**src/rtl/int_status_queue.sv**
```systemverilog
// Consumer end of the interrupt-status stream: masks each beat, queues accepted
// beats in a small FIFO, presents the head entry and drives a level interrupt.
module int_status_queue #(
  parameter int NUM_INT_BDS_WIDTH = 2,
  parameter int FIFO_DEPTH        = 4,
  parameter int FIFO_DEPTH_WIDTH  = 2
) (
  input  logic                         clock,
  input  logic                         resetn,
  input  logic                         valid,
  input  logic                         opDone,
  input  logic                         wrError,
  input  logic                         rdError,
  input  logic                         dscrptrNValidError,
  input  logic [NUM_INT_BDS_WIDTH-1:0] intDscrptrNum,
  input  logic                         extDscrptr,
  input  logic [31:0]                  extDscrptrAddr,
  input  logic                         strDscrptr,
  input  logic [3:0]                   mask,
  input  logic                         popReq,
  input  logic                         ovfClr,
  output logic                         irq,
  output logic                         headValid,
  output logic [3:0]                   headStatus,
  output logic [NUM_INT_BDS_WIDTH-1:0] headIntDscrptrNum,
  output logic                         headExtDscrptr,
  output logic [31:0]                  headExtDscrptrAddr,
  output logic                         headStrDscrptr,
  output logic [FIFO_DEPTH_WIDTH:0]    fifoCount,
  output logic                         overflow
);

  localparam int ENTRY_W = 4 + NUM_INT_BDS_WIDTH + 1 + 32 + 1;
  localparam logic [FIFO_DEPTH_WIDTH:0] DEPTH_C = (FIFO_DEPTH_WIDTH + 1)'(FIFO_DEPTH);

  logic [ENTRY_W-1:0]          mem [FIFO_DEPTH];
  logic [FIFO_DEPTH_WIDTH-1:0] wr_ptr_reg, rd_ptr_reg;
  logic [FIFO_DEPTH_WIDTH:0]   count_reg, count_next;
  logic                        overflow_reg, overflow_next;
  logic                        irq_reg;

  logic [3:0]         status;
  logic [ENTRY_W-1:0] wr_entry, head_entry;
  logic               acc, empty, full, push, pop, drop;

  assign status   = {dscrptrNValidError, rdError, wrError, opDone};
  assign acc      = valid & |(status & mask);
  assign empty    = (count_reg == '0);
  assign full     = (count_reg == DEPTH_C);
  // A full FIFO still takes the beat when the head is popped in the same cycle.
  assign push     = acc & (~full | popReq);
  assign pop      = popReq & ~empty;
  assign drop     = acc & full & ~popReq;
  assign wr_entry = {status, intDscrptrNum, extDscrptr, extDscrptrAddr, strDscrptr};

  always_comb begin
    count_next = count_reg;
    case ({push, pop})
      2'b10:   count_next = count_reg + 1'b1;
      2'b01:   count_next = count_reg - 1'b1;
      default: count_next = count_reg;
    endcase
  end

  // A drop in the same cycle as ovfClr keeps the flag set.
  always_comb begin
    overflow_next = overflow_reg;
    if (drop)
      overflow_next = 1'b1;
    else if (ovfClr)
      overflow_next = 1'b0;
  end

  always_ff @(posedge clock or negedge resetn) begin
    if (!resetn) begin
      wr_ptr_reg   <= '0;
      rd_ptr_reg   <= '0;
      count_reg    <= '0;
      overflow_reg <= 1'b0;
      irq_reg      <= 1'b0;
    end else begin
      if (push)
        wr_ptr_reg <= wr_ptr_reg + 1'b1;
      if (pop)
        rd_ptr_reg <= rd_ptr_reg + 1'b1;
      count_reg    <= count_next;
      overflow_reg <= overflow_next;
      irq_reg      <= (count_next != '0) | overflow_next;
    end
  end

  // Storage carries no reset; emptiness gating below hides stale contents.
  always_ff @(posedge clock) begin
    if (push)
      mem[wr_ptr_reg] <= wr_entry;
  end

  assign head_entry = empty ? '0 : mem[rd_ptr_reg];

  assign headValid          = ~empty;
  assign headStatus         = head_entry[ENTRY_W-1 -: 4];
  assign headIntDscrptrNum  = head_entry[ENTRY_W-5 -: NUM_INT_BDS_WIDTH];
  assign headExtDscrptr     = head_entry[33];
  assign headExtDscrptrAddr = head_entry[32:1];
  assign headStrDscrptr     = head_entry[0];
  assign fifoCount          = count_reg;
  assign overflow           = overflow_reg;
  assign irq                = irq_reg;

endmodule

```
**config.mk**
```make
export PLATFORM = sky130hd
export DESIGN_NAME = int_status_queue
export DESIGN_NICKNAME = d
export VERILOG_FILES = /design/src/rtl/int_status_queue.sv
export SDC_FILE = /design/constraint.sdc
export NUM_CORES = 1
export LEC_CHECK = 0
export CAP_MARGIN = 20
export CELL_PAD_IN_SITES_DETAIL_PLACEMENT = 1
export CELL_PAD_IN_SITES_GLOBAL_PLACEMENT = 1
export CORE_AREA = 2 2 122 124
export CTS_CLUSTER_DIAMETER = 120
export DETAILED_ROUTE_END_ITERATION = 10
export DIE_AREA = 0 0 124 126
export PLACE_DENSITY = 0.87
export SYNTH_ARGS = -nofsm -noshare
export SYNTH_HDL_FRONTEND = slang
export SYNTH_SLANG_ARGS = --single-unit
```
**constraint.sdc**
```tcl
create_clock -name clock -period 2.75 [get_ports clock]
set_input_delay 0.4125 -clock clock [delete_from_list [all_inputs] [get_ports clock]]
set_output_delay 0.4125 -clock clock [all_outputs]
set_load 0.005 [all_outputs]
```
# Word-level counts from Yosys, hierarchy flattened
# Memory sizes are Yosys's and may differ from the RTL's.
# Cells that the tools add are included.
# word_totals
mem_bits_rw,160
n_memories,1
out_inout_bits,46
regBits,9
inputBits,49
# classes
bitwise_logic,11
reduce_logical,3
eq_ne,3
n_addsub,4
n_mux,6
# mem_list
name,words,width,rd,rd_ports_with_merged_regs,wr,line,rtl
mem,4,40,1,0,1,36,logic [ENTRY_W-1:0] mem [FIFO_DEPTH];
# op_table
cell,count
$mux W40,1
$pmux W3 S2,1
$and A1 B1 Y1,5
$add A2 B1 Y2 const B,2
$and A4 B4 Y4,1
$mux W1,4
$reduce_or A4 Y1,1
$add A3 B1 Y3 const B,1
$eq A3 B3 Y1 const B,1
$logic_not A3 Y1,1
$not A1 Y1,3
$reduce_bool A3 Y1,1
$sub A3 B1 Y3 const B,1
$eq A2 B1 Y1 const B,1
$eq A2 B2 Y1 const B,1
$or A1 B1 Y1,2

# Longest topological paths before layout
# Gate-level depths: netlist of run 1.
# logic_depth
word_depth,8
mapped_depth,9
mapped_depth_nobuf,9

# Worst setup path after synthesis of run 1
# OpenSTA, ideal clock, no wires.
# synth_path
kind,reg-to-reg
start,register count_reg[2] (netlist: fifoCount[2])
end,memory mem[0][0] (netlist bit) (enable)
arrival_ns,1.965
path_stages_with_launch,4
path_buffers,0
synth_period_minus_slack_ns,2.366
setup_time_ns,0.401
required_ns,2.349
setup_slack_ns,0.384
path_cell_list,dfrtp_1 > nor4b_2 > a211oi_2 > and2_1
# synth_via
elab_chain_len,6
# synth_lines
item,line,rtl
from (decl),38,"logic [FIFO_DEPTH_WIDTH:0] count_reg, count_next;"
from (signal assigned),86,count_reg <= count_next;
$eq A3 B3 Y1,49,assign full = (count_reg == DEPTH_C);
$not A1 Y1,51,assign push = acc & (~full | popReq);
$or A1 B1 Y1,51,
$and A1 B1 Y1,51,
$mux W1,94,if (push)
$mux W1 (not written as such),95,mem[wr_ptr_reg] <= wr_entry;
to (decl),36,
# Every way passes these cells.

# Worst setup path in the final report of run 1
# layout_path
start,register rd_ptr_reg[0]
end,output headExtDscrptrAddr[4]
# layout_via
elab_chain_len,2
# layout_lines
item,line,rtl
from (decl),37,"logic [FIFO_DEPTH_WIDTH-1:0] wr_ptr_reg, rd_ptr_reg;"
from (signal assigned),85,rd_ptr_reg <= rd_ptr_reg + 1'b1;
$mem_v2 Z4 W40,n/a,
$mux W40,98,assign head_entry = empty ? '0 : mem[rd_ptr_reg];
to (decl),27,"output logic [31:0] headExtDscrptrAddr,"
# Every way passes these cells.

==> results.md, run 1 <==
- Inserted Clock Buffers: 17
- Final GP Congestion: 0.706
- Design internal power: 6560 uW
- Standard cell core area: 14300 um2
- DIE WIDTH: 124 um
- Buffer levels on the longest clock path: 2
- Total global routing track utilization: 18.6%
- Buffers plus inverters on the worst setup path: 2
- Crit path largest cell delay: 0.53 ns
- Share of layout cells above drive strength 1: 21.9%
- Max-slew violations: 0
- Minimum clock period after layout: 2.72 ns
- Clock sink count: 169
- Reg2reg end: irq$_DFF_PN0_
- Area of the mapped netlist: 6630 um2
- Worst min path class: primary input to async pin
- DRC Markers: 0
- Final Hold Vio Count: 0
- Slew margin rel.: 72.8%
- Required time of the worst setup path: 2.34 ns
- Number of endpoints failing setup at the final stage: 0
- Top cell type by total area after synthesis: sky130_fd_sc_hd__edfxtp_1
- Worst skew pair latency: 0.43 ns
- Std cell rows: 44
- Reg-to-reg critical path startpoint: fifoCount[0]$_DFF_PN0_
- Drt total wl: 13.2 mm
- Count of port buffers added during placement: 94
- Critical Path Source: rd_ptr_reg[0]$_DFFE_PN0P_
- Cell count of the worst reg-to-reg path: 9
- Largest reg by FF count: mem
- Maximum number of pins on one net before global-route repair: 44
- Final HPWL from detailed placement: 8.47 mm
- Htree depth: 4
- Portion of the post-synthesis area used by sequential elements: 75.9%
- Static leakage: 0.00293 uW
- Crit end category: output port
- Post-synthesis sequential element count: 169
- Total via count in the routed design: 3276
- Element type at the critical path start: flip-flop
- Clock tree from TritonCTS: done
- Overall die area: 15600 um2
- Via/cell ratio: 5.31
- Cells along the critical path: buf_4 > mux4_2 > and2_1 > clkdlybuf4s50_1
- Number of nets in the finished design: 476
- Crit Path Class: flip-flop to output port
- Warnings from Yosys: 0
- Combinational fraction of design power: 35.3%
- Number of global-route vias before repair: 3642
- Cell type of the slowest stage on the worst timing path: sky130_fd_sc_hd__mux4_2
- Setup repair after global routing missed its margin: yes
- Clock edge transition at the registers on the reported setup and hold paths: 0.06 ns
- Power density relative to cell area: 1040 nW/um2
- Data arrival at the endpoint of the critical path: 2.31 ns
- Clock tree root buffer cell: sky130_fd_sc_hd__clkbuf_16
- Syn_area_per_cell: 21.9 um2
- Gate count of the mapped netlist: 303
- R2R setup slack: 0.30 ns
- ANT nets after route: 0
- Skew final: 0.0105 ns
- DRT Pass-1 Iters: 4
- Smallest hold slack: 0.280 ns
- Crit-path max FO: 7
- Switching power summed over all nets: 2360 uW
- Antenna diode count: 0
- Count of hold-fix buffers inserted at cts: 0
- Max-cap violations: 0
- Net switching share of the total power: 26.4%
- Global-route wire length before repair: 20.6 mm
- Cell family with the largest share of critical-path delay: buffers and inverters
- Initial drt markers: 189
- Non-filler cells in the finished layout: 617
- Part of the power in the clock network: 26.5%
- P&R area growth vs syn: 28.8%
- Overall power of the completed layout: 8920 uW
- Yosys top cell area share: 72.5%
- Fillers: 1246
- Peak clock frequency supported by timing: 368 MHz
- Peak ir drop on the vdd network: 0.000571 V
- Number of instances in the placed design: 584
- Die height: 126 um
- Seq pwr share: 38.2%
- Post-detailed-route wirelength per cell: 21.3 um
- Result of the run: completed
- Post-Syn Nets: 358
- Initial cell density of the core: 46.3%
- Pin slew with the least headroom to its limit: 0.407 ns
- Top-level I/O count: 95
- Overflow left after global routing: 0
- Max FFs per register: 160
- Final period util: 98.9%
- Most area-consuming cells after synthesis: sky130_fd_sc_hd__edfxtp_1 (72%), sky130_fd_sc_hd__mux4_2 (13%), sky130_fd_sc_hd__and2_1 (4.2%)
- Number of antenna violations at the first check in global routing: 0
- Number of different library cells in the post-synthesis netlist: 28
-- synth_stat cells --
library cell and n:
sky130_fd_sc_hd__a211oi_2 1, sky130_fd_sc_hd__a21o_1 1, sky130_fd_sc_hd__a21oi_1 1, sky130_fd_sc_hd__a22oi_1 2, sky130_fd_sc_hd__and2_1 45, sky130_fd_sc_hd__buf_12 4
sky130_fd_sc_hd__buf_2 4, sky130_fd_sc_hd__buf_6 1, sky130_fd_sc_hd__clkbuf_1 6, sky130_fd_sc_hd__dfrtp_1 9, sky130_fd_sc_hd__edfxtp_1 160, sky130_fd_sc_hd__fa_1 1
sky130_fd_sc_hd__ha_1 5, sky130_fd_sc_hd__inv_1 7, sky130_fd_sc_hd__mux2_1 1, sky130_fd_sc_hd__mux2i_1 1, sky130_fd_sc_hd__mux4_1 2, sky130_fd_sc_hd__mux4_2 38
sky130_fd_sc_hd__nand2_1 1, sky130_fd_sc_hd__nand3_1 1, sky130_fd_sc_hd__nand4b_1 1, sky130_fd_sc_hd__nor2_1 1, sky130_fd_sc_hd__nor2b_1 1, sky130_fd_sc_hd__nor4b_2 1
sky130_fd_sc_hd__o21ai_0 1, sky130_fd_sc_hd__or3_1 2, sky130_fd_sc_hd__xnor2_1 3, sky130_fd_sc_hd__xor2_1 2
-- worst register-to-register path, cell delays in order, from the launching register on --
cell and delay, ns:
sky130_fd_sc_hd__dfrtp_1 0.43, sky130_fd_sc_hd__or3_1 0.14, sky130_fd_sc_hd__buf_4 0.36, sky130_fd_sc_hd__and2_1 0.24
sky130_fd_sc_hd__ha_1 0.18, sky130_fd_sc_hd__inv_1 0.06, sky130_fd_sc_hd__fa_1 0.37, sky130_fd_sc_hd__xor2_1 0.16
sky130_fd_sc_hd__or3_1 0.34, sky130_fd_sc_hd__nand4b_1 0.11
-- area by class of cell --
type	instances	area (um2)	area share, %
tap	184	230	2.70
sequential	169	5030	59.0
clock inverter	12	153	1.79
clock buffer	19	433	5.07
inverter	7	26.3	0.308
multi-input combinational	112	1440	16.9
timing repair buffer	114	1220	14.3
-- how the worst max path moves through the flow --
stage	end	cells after the start	slack, ns
final	headExtDscrptrAddr[4]	4	0.03
after global routing	headExtDscrptrAddr[3]	4	-0.05
after CTS	headExtDscrptrAddr[28]	4	-0.006
after detailed placement	irq$_DFF_PN0_	10	0.04
after global placement	irq$_DFF_PN0_	11	0.17
after floorplan	mem[0][0]$_DFFE_PP_	3	0.38
-- cells by family after synthesis --
family / count (synthesis) / synth area share (%)
buffers and inverters: 22 / 2.42
muxes: 42 / 14.0
and+or+nand+nor: 53 / 5.08
AOI/OAI and AO/OA: 6 / 0.679
adders and majority gates: 6 / 1.25
DFF: 169 / 75.9
xor gates and xnor gates: 5 / 0.661
-- routing by layer --
metal / track usage (%) / vias up / part of all wire [%]
met2: 31.2 / 91 / 53
met4: 6.68 / 0 / 1.5
li1: - / 1450 / -
met3: 5.03 / 14 / 4.7
met1: 23.4 / 1721 / 41
met5: 0 / - / 0
-- placed cells by master (no fill, tap or decap), types with 2 or more instances in the layout --
master and count:
sky130_fd_sc_hd__edfxtp_1 160, sky130_fd_sc_hd__and2_2 4, sky130_fd_sc_hd__ha_1 5, sky130_fd_sc_hd__xor2_1 2
sky130_fd_sc_hd__buf_12 8, sky130_fd_sc_hd__xnor2_1 3, sky130_fd_sc_hd__bufinv_16 3, sky130_fd_sc_hd__dfrtp_1 7
sky130_fd_sc_hd__clkbuf_16 17, sky130_fd_sc_hd__clkbuf_1 2, sky130_fd_sc_hd__or3_1 2, sky130_fd_sc_hd__clkdlybuf4s50_1 85
sky130_fd_sc_hd__inv_1 7, sky130_fd_sc_hd__mux4_2 39, sky130_fd_sc_hd__buf_4 11, sky130_fd_sc_hd__dlymetal6s2s_1 9
sky130_fd_sc_hd__clkinvlp_4 6, sky130_fd_sc_hd__and2_1 41, sky130_fd_sc_hd__a22oi_1 2
-- stage by stage --
stage / util [%] / setup slack, ns / area, um2 / TNS [ns]
after detailed placement: 55.3 / 0.0435 / 7910 / 0
after global routing: 59.6 / -0.0490 / 8530 / -0.267
final: 59.6 / 0.0314 / 8530 / 0
after CTS: 59.5 / -0.00636 / 8510 / -0.0123
after global placement: 55.3 / 0.167 / 7910 / 0
after floorplan: - / 0.384 / 6630 / 0
-- timing repair --
action	4_1_cts	5_1_grt
setup endpoints to repair	33	18
buffers inserted	2	0
resized for setup	1	10
-- power groups by stage --
| stage | Clock (uW) | Sequential (uW) | Combinational [uW] |
|---|---|---|---|
| 2_1_floorplan | 0 | 3390 | 1750 |
| 3_3_place_gp | 0 | 3450 | 3100 |
| 3_5_place_dp | 0 | 3490 | 3190 |
| 4_1_cts | 2410 | 3410 | 3270 |
| 5_1_grt | 2500 | 3440 | 3430 |
| 6_report | 2360 | 3410 | 3150 |
(Power assumes the default switching activity.)
==> run 2, diff against run 1 <==
==> config.mk (replaced) <==
export PLATFORM = sky130hd
export DESIGN_NAME = int_status_queue
export DESIGN_NICKNAME = d
export VERILOG_FILES = /design/src/rtl/int_status_queue.sv
export SDC_FILE = /design/constraint.sdc
export NUM_CORES = 1
export LEC_CHECK = 0
export CAP_MARGIN = 20
export CORE_AREA = 2 2 119 121
export CTS_CLUSTER_DIAMETER = 120
export DETAILED_ROUTE_END_ITERATION = 10
export DIE_AREA = 0 0 121 123
export PLACE_DENSITY = 0.82
export SYNTH_ARGS = -nofsm -noshare
export SYNTH_HDL_FRONTEND = slang
export SYNTH_SLANG_ARGS = --single-unit
==> results.md, run 2 (synthesized netlist as in run 1, its figures left out) <==
- Worst min path class: primary input to async pin
- Initial cell density of the core: 48.7% (+2.4 points)
- Number of nets in the finished design: 479 (+0.63%)
- Inserted Clock Buffers: 17 (unchanged)
- Most common library cell in the layout ignoring fill and taps: sky130_fd_sc_hd__edfxtp_1
- Final Hold Vio Count: 0 (unchanged)
- Element type at the critical path start: flip-flop
- Die height: 123 um (-2.4%)
- Result of the run: completed
- Initial drt markers: 234 (+24%)
- Clock edge transition at the registers on the reported setup and hold paths: 0.06 ns (about the same)
- Share of layout cells above drive strength 1: 22.4% (+0.49 points)
- Crit Path Class: flip-flop to output port
- Required time of the worst setup path: 2.34 ns (about the same)
- Total global routing track utilization: 17.0% (-1.6 points)
- Htree depth: 4 (unchanged)
- Top-level I/O count: 95 (unchanged)
- Crit end category: output port
- Drt total wl: 11.9 mm (-9.8%)
- Power density relative to cell area: 1040 nW/um2 (-0.54%)
- Reg-to-reg critical path startpoint: fifoCount[0]$_DFF_PN0_
- Standard cell core area: 13600 um2 (-4.9%)
- Peak clock frequency supported by timing: 377 MHz (+2.4%)
- Skew final: 0.00907 ns (-0.00141 ns)
- Max-cap violations: 0 (unchanged)
- ANT nets after route: 0 (unchanged)
- Number of endpoints failing setup at the final stage: 0 (unchanged)
- Minimum clock period after layout: 2.66 ns (-0.0626 ns)
- Buffer levels on the longest clock path: 2 (unchanged)
- Setup repair after global routing missed its margin: no
- Peak ir drop on the vdd network: 0.000610 V (+6.8%)
- Clock tree from TritonCTS: done
- Non-filler cells in the finished layout: 618 (+0.16%)
- Clock sink count: 169 (unchanged)
- Number of global-route vias before repair: 3490 (-4.2%)
- Maximum number of pins on one net before global-route repair: 43 (-2.3%)
- Overflow left after global routing: 0 (unchanged)
- Crit-path max FO: 12 (+5)
- Reg2reg end: irq$_DFF_PN0_
- DRC Markers: 0 (unchanged)
- Count of port buffers added during placement: 94 (unchanged)
- Largest reg by FF count: mem
- Max-slew violations: 0 (unchanged)
- R2R setup slack: 0.48 ns (+0.18 ns)
- Number of instances in the placed design: 581 (-0.51%)
- Highest-count cells in the layout ignoring fill and taps: sky130_fd_sc_hd__edfxtp_1 (160), sky130_fd_sc_hd__clkdlybuf4s50_1 (84), sky130_fd_sc_hd__and2_1 (41)
- Final period util: 96.6% (-2.3 points)
- Number of antenna violations at the first check in global routing: 1 (+1)
- Worst skew pair latency: 0.40 ns (-0.03 ns)
- Dpl cell area: 7910 um2 (about the same)
- Register Area: 5030 um2 (unchanged)
- Final HPWL from detailed placement: 7.41 mm (-13%)
- TNS Setup: 0 ns (unchanged)
- Final GP Congestion: 0.781 (+11%)
- DRT Pass-1 Iters: 4 (unchanged)
- Data arrival at the endpoint of the critical path: 2.24 ns (-0.07 ns)
- Post-route standard cell area excluding fillers: 8590 um2 (+0.66%)
- Pin slew with the least headroom to its limit: 0.452 ns (+0.0447 ns)
- Cell count of the worst reg-to-reg path: 9 (unchanged)
- DIE WIDTH: 121 um (-2.4%)
- Std cell rows: 43 (-2.3%)
- Slew margin rel.: 69.9% (-2.9 points)
- Static leakage: 0.00299 uW (+2.1%)
- Fillers: 931 (-25%)
- Overall die area: 14900 um2 (-4.7%)
- Area of the multi-input gates: 1440 um2 (+0.26%)
- Post-detailed-route wirelength per cell: 19.2 um (-10%)
- Clock tree root buffer cell: sky130_fd_sc_hd__clkbuf_16
- Max FFs per register: 160 (unchanged)
- Via/cell ratio: 5.21 (-1.8%)
- Global-route wire length before repair: 18.6 mm (-9.7%)
- P&R area growth vs syn: 29.6%
- Total via count in the routed design: 3222 (-1.6%)
[run 2: cell types whose count changed in the layout (fill, tap and decap cells not counted)]
cell and change:
sky130_fd_sc_hd__buf_12 +1, sky130_fd_sc_hd__buf_4 +2, sky130_fd_sc_hd__clkdlybuf4s50_1 -1, sky130_fd_sc_hd__clkinv_4 +3
sky130_fd_sc_hd__clkinvlp_4 -5, sky130_fd_sc_hd__diode_2 +1, sky130_fd_sc_hd__dlymetal6s2s_1 +1, sky130_fd_sc_hd__inv_6 +2
sky130_fd_sc_hd__inv_8 +1, sky130_fd_sc_hd__mux4_1 +1, sky130_fd_sc_hd__mux4_2 -1
[run 2: worst max path at each step]
stage	startpoint	to
floorplan	fifoCount[2]$_DFF_PN0_	mem[0][0]$_DFFE_PP_
global placement	dscrptrNValidError	irq$_DFF_PN0_
detailed placement	dscrptrNValidError	irq$_DFF_PN0_
CTS	rd_ptr_reg[0]$_DFFE_PN0P_	headExtDscrptrAddr[18]
global route	rd_ptr_reg[0]$_DFFE_PN0P_	headExtDscrptrAddr[11]
finish	rd_ptr_reg[0]$_DFFE_PN0P_	headStatus[3]
[run 2: power breakdown]
group          total, uW  leakage [uW]  internal (uW)  switching, uW
combinational       3140       0.00114           1920           1220
sequential          3410       0.00156           3250            153
clock               2380      0.000291           1440            938
total               8930       0.00299           6620           2310
[run 2: routing by layer]
layer	up-vias	wire [um]	GRT usage [%]	part of all wire [%]
met3	7	606	4.66	5.1
met2	88	6240	29.2	53
met1	1665	4950	21.4	42
met4	0	78	5.31	0.66
met5	-	0	0	0
li1	1462	-	-	-
[run 2: layout make-up]
| cell class | count | share of cell area, % |
|---|---|---|
| multi-input cells | 112 | 16.8 |
| inverters | 7 | 0.306 |
| clock buffers | 19 | 5.04 |
| diodes | 1 | 0.0291 |
| flip-flops and latches | 169 | 58.6 |
| repair buffers | 117 | 14.6 |
| well taps | 180 | 2.62 |
| clock inverters | 13 | 1.98 |
[run 2: stage by stage]
stage	worst slack (ns)	utilization [%]	total power [uW]	hold slack (ns)
CTS	0.00935	62.8	9080	0.293
finish	0.0940	63.1	8930	0.307
detailed placement	0.0505	58.1	6620	0.559
floorplan	0.384	-	5150	0.117
global placement	0.157	58.1	6540	0.526
global route	0.00332	63.1	9390	0.323
[run 2: worst max-delay path, cell delays in order (launching register included)]
cell and delay, ns:
sky130_fd_sc_hd__dfrtp_4 0.54, sky130_fd_sc_hd__buf_12 0.19, sky130_fd_sc_hd__mux4_2 0.49, sky130_fd_sc_hd__and2_1 0.17
sky130_fd_sc_hd__clkdlybuf4s50_1 0.44
[run 2: what timing repair did]
action | 4_1_cts | 5_1_grt
buffers inserted | 2 | 2
setup endpoints to repair | 29 | 16
resized for setup | 0 | 11
hold buffers | 0 | 0
hold endpoints to repair | 0 | 0
==> run 3, diff against run 2 <==
==> config.mk (replaced) <==
export PLATFORM = sky130hd
export DESIGN_NAME = int_status_queue
export DESIGN_NICKNAME = d
export VERILOG_FILES = /design/src/rtl/int_status_queue.sv
export SDC_FILE = /design/constraint.sdc
export NUM_CORES = 1
export LEC_CHECK = 0
export ABC_AREA = 1
export CAP_MARGIN = 20
export CORE_AREA = 2 2 115 117
export CTS_CLUSTER_DIAMETER = 120
export DETAILED_ROUTE_END_ITERATION = 10
export DIE_AREA = 0 0 117 119
export PLACE_DENSITY = 0.87
export SYNTH_ARGS = -nofsm -noshare
export SYNTH_HDL_FRONTEND = slang
export SYNTH_SLANG_ARGS = --single-unit
==> results.md, run 3 <==
- Result of the run: completed
- Highest-count cells in the layout ignoring fill and taps: sky130_fd_sc_hd__nor2_1 (164), sky130_fd_sc_hd__edfxtp_1 (160), sky130_fd_sc_hd__clkdlybuf4s50_1 (94)
- Area of the multi-input gates: 1510 um2 (+4.7%)
- Top cells by count, synth: sky130_fd_sc_hd__nor2_1 (168), sky130_fd_sc_hd__edfxtp_1 (160), sky130_fd_sc_hd__o21ai_0 (75), sky130_fd_sc_hd__a21oi_1 (40), sky130_fd_sc_hd__nand2_1 (25)
- Most frequent CP cell: sky130_fd_sc_hd__nor2_1
- Number of gates on the worst path with buffers counted: 6 (+2)
- Final HPWL from detailed placement: 9.02 mm (+22%)
- Final period util: 96.3% (-0.30 points)
- ANT nets after route: 0 (unchanged)
- Peak clock frequency supported by timing: 378 MHz (+0.31%)
- P&R area growth vs syn: 27.3%
- Number of endpoints failing setup at the final stage: 0 (unchanged)
- Final GP Congestion: 0.787 (+0.81%)
- Cell family with the largest share of critical-path delay: buffers and inverters
- Element type at the critical path start: flip-flop
- Post-detailed-route wirelength per cell: 17.5 um (-9.0%)
- Data arrival at the endpoint of the critical path: 2.24 ns (about the same)
- Syn_area_per_cell: 12.2 um2 (-44%)
- Portion of the post-synthesis area used by sequential elements: 74.3% (-1.6 points)
- Largest reg by FF count: mem
- Yosys top cell area share: 70.9% (-1.6 points)
- Most area-consuming cells after synthesis: sky130_fd_sc_hd__edfxtp_1 (71%), sky130_fd_sc_hd__nor2_1 (9.3%), sky130_fd_sc_hd__o21ai_0 (5.5%)
- Fillers: 927 (-0.43%)
- Antenna diode count: 0 (-1)
- Total global routing track utilization: 22.5% (+5.4 points)
- Inserted Clock Buffers: 17 (unchanged)
- Std cell rows: 42 (-2.3%)
- Number of instances in the placed design: 816 (+40%)
- Maximum number of pins on one net before global-route repair: 50 (+16%)
- R2R setup slack: 0.44 ns (-0.04 ns)
- Drt total wl: 14.9 mm (+25%)
- Most common library cell in the layout ignoring fill and taps: sky130_fd_sc_hd__nor2_1
- Crit-path max FO: 34 (+22)
- Max-slew violations: 0 (unchanged)
- Reg2reg end: irq$_DFF_PN0_
- Final setup margin: 0.102 ns (+0.00827 ns)
- Final Hold Vio Count: 0 (unchanged)
- Initial cell density of the core: 52.6% (+3.9 points)
- DRT Pass-1 Iters: 4 (unchanged)
- Worst min path class: primary input to async pin
- Number of nets in the finished design: 716 (+49%)
- Setup repair after global routing missed its margin: yes
- Max FFs per register: 160 (unchanged)
- Top-level I/O count: 95 (unchanged)
- Max-cap violations: 0 (unchanged)
- Overall power of the completed layout: 9340 uW (+4.6%)
- Cell with the most instances after synthesis: sky130_fd_sc_hd__nor2_1
- Count of hold-fix buffers inserted at cts: 0 (unchanged)
- Buffer levels on the longest clock path: 2 (unchanged)
- TNS Setup: 0 ns (unchanged)
- Total via count in the routed design: 4577 (+42%)
- Top cell type by total area after synthesis: sky130_fd_sc_hd__edfxtp_1
- Overall die area: 13900 um2 (-6.5%)
- Cell count of the worst reg-to-reg path: 12 (+3)
- Share of layout cells above drive strength 1: 8.90% (-14 points)
- Initial drt markers: 337 (+44%)
- Pin slew with the least headroom to its limit: 0.445 ns (-0.00669 ns)
- Final core area utilization: 67.0% (+3.9 points)
- CP endpoint: headExtDscrptrAddr[31]
- Slew margin rel.: 70.2% (+0.35 points)
- Number of different library cells in the post-synthesis netlist: 19 (-32%)
- Number of synthesized flops with an enable pin: 160 (unchanged)
- Htree depth: 4 (unchanged)
- Buffers plus inverters on the worst setup path: 2 (unchanged)
- Clock edge transition at the registers on the reported setup and hold paths: 0.06 ns (about the same)
- Post-synthesis sequential element count: 169 (unchanged)
- Clock tree root buffer cell: sky130_fd_sc_hd__clkbuf_16
- Required time of the worst setup path: 2.34 ns (about the same)
- Critical Path Source: rd_ptr_reg[0]$_DFFE_PN0P_
- Area of the mapped netlist: 6770 um2 (+2.2%)
- Via/cell ratio: 5.38 (+3.3%)
- Pre-CTS setup slack: 0.0554 ns (+0.00491 ns)
- Number of global-route vias before repair: 4692 (+34%)
- Worst skew pair latency: 0.42 ns (+0.02 ns)
- Crit path largest cell delay: 0.56 ns (+0.02 ns)
- Crit Path Class: flip-flop to output port
- Standard cell core area: 12900 um2 (-5.4%)
- Cells along the critical path: buf_6 > nor2_1 > nor2_1 > o21ai_0 > a21oi_1 > clkdlybuf4s50_1
- Overflow left after global routing: 0 (unchanged)
- Clock tree from TritonCTS: done
- Synth async-reset ratio: 5.33% (unchanged)
- DIE WIDTH: 117 um (-3.3%)
- Minimum clock period after layout: 2.65 ns (-0.00827 ns)
- Skew final: 0.00697 ns (-0.00210 ns)
- Power density relative to cell area: 1080 nW/um2 (+4.3%)
- Number of antenna violations at the first check in global routing: 0 (-1)
- Post-Syn Nets: 608 (+70%)
- Die height: 119 um (-3.3%)
- Peak ir drop on the vdd network: 0.000510 V (-16%)
- DRC Markers: 0 (unchanged)
- Global-route wire length before repair: 23.3 mm (+25%)
- Clock sink count: 169 (unchanged)
- Post-synth top flop: sky130_fd_sc_hd__edfxtp_1
- Warnings from Yosys: 0 (unchanged)
- Crit end category: output port
- Static leakage: 0.00303 uW (+1.4%)
- Count of port buffers added during placement: 94 (unchanged)
- Register Area: 5030 um2 (unchanged)
- Cell type of the slowest stage on the worst timing path: sky130_fd_sc_hd__clkdlybuf4s50_1
- Gate count of the mapped netlist: 553 (+83%)
- Non-filler cells in the finished layout: 850 (+38%)
- Reg-to-reg critical path startpoint: fifoCount[0]$_DFF_PN0_
==> run 3: cell types whose count changed in the layout (fill, tap and decap cells not counted), sizes merged, moves of 5 or more <==
cell,delta
a21oi,+39
clkdlybuf4s50,+10
and2,-45
inv,+13
nor2,+168
dlymetal6s2s,-10
o21ai,+81
nand3,+5
mux4,-40
nand2,+24
==> run 3: per-stage QoR <==
stage | area, um2 | hold slack (ns)
after detailed placement | 8000 | 0.514
after global placement | 8000 | 0.500
after floorplan | 6770 | 0.117
after CTS | 8610 | 0.307
after global routing | 8620 | 0.318
final | 8620 | 0.306
==> run 3: cell type report <==
cell class	count	area share, %
Tap cell	176	2.55
Inverter	23	1.03
Multi-Input combinational cell	331	17.5
Sequential cell	169	58.4
Clock inverter	14	1.81
Clock buffer	18	4.98
Timing Repair Buffer	119	13.7
==> run 3: how the worst min path moves through the flow <==
stage | endpoint | slack, ns | start
after detailed placement | overflow$_DFF_PN0_ | 0.51 | overflow$_DFF_PN0_
final | fifoCount[2]$_DFF_PN0_ | 0.31 | resetn
after global routing | fifoCount[0]$_DFF_PN0_ | 0.32 | resetn
after global placement | overflow$_DFF_PN0_ | 0.50 | overflow$_DFF_PN0_
after floorplan | fifoCount[0]$_DFF_PN0_ | 0.12 | resetn
after CTS | fifoCount[0]$_DFF_PN0_ | 0.31 | resetn
==> run 3: worst register-to-register path, cell delays in order (launching register included) <==
cell and delay, ns:
sky130_fd_sc_hd__dfrtp_1 0.39, sky130_fd_sc_hd__nor2_1 0.08, sky130_fd_sc_hd__inv_1 0.11, sky130_fd_sc_hd__nor2_4 0.05, sky130_fd_sc_hd__nor2_1 0.25, sky130_fd_sc_hd__ha_1 0.23, sky130_fd_sc_hd__inv_1 0.07, sky130_fd_sc_hd__fa_1 0.48
sky130_fd_sc_hd__nand2_1 0.06, sky130_fd_sc_hd__o21ai_0 0.13, sky130_fd_sc_hd__nand3_1 0.13, sky130_fd_sc_hd__nor2_1 0.14, sky130_fd_sc_hd__nand2_1 0.08
==> run 3: layer usage <==
| metal | vias up | part of all wire [%] | GRT usage (%) |
|---|---|---|---|
| li1 | 2138 | - | - |
| met1 | 2255 | 41 | 28.7 |
| met2 | 166 | 52 | 37.7 |
| met3 | 18 | 5.5 | 6.11 |
| met4 | 0 | 1.3 | 6.47 |
| met5 | - | 0 | 0 |
==> run 3: logic make-up after synthesis <==
family | share of synthesized area, %
adders and majority gates | 1.22
AOI/OAI and AO/OA | 9.02
buffers and inverters | 3.95
and+or+nand+nor | 11.4
xor gates and xnor gates | 0.129
DFF | 74.3
==> run 3: where the power goes <==
group          switching, uW  internal [uW]
sequential               135           3200
combinational           1960           1700
clock                    930           1410
total                   3020           6320
==> run 3: what timing repair did <==
| item | 4_1_cts | 5_1_grt |
|---|---|---|
| setup endpoints to repair | 16 | 11 |
| buffers inserted | 2 | 0 |
| gates resized for setup | 3 | 4 |
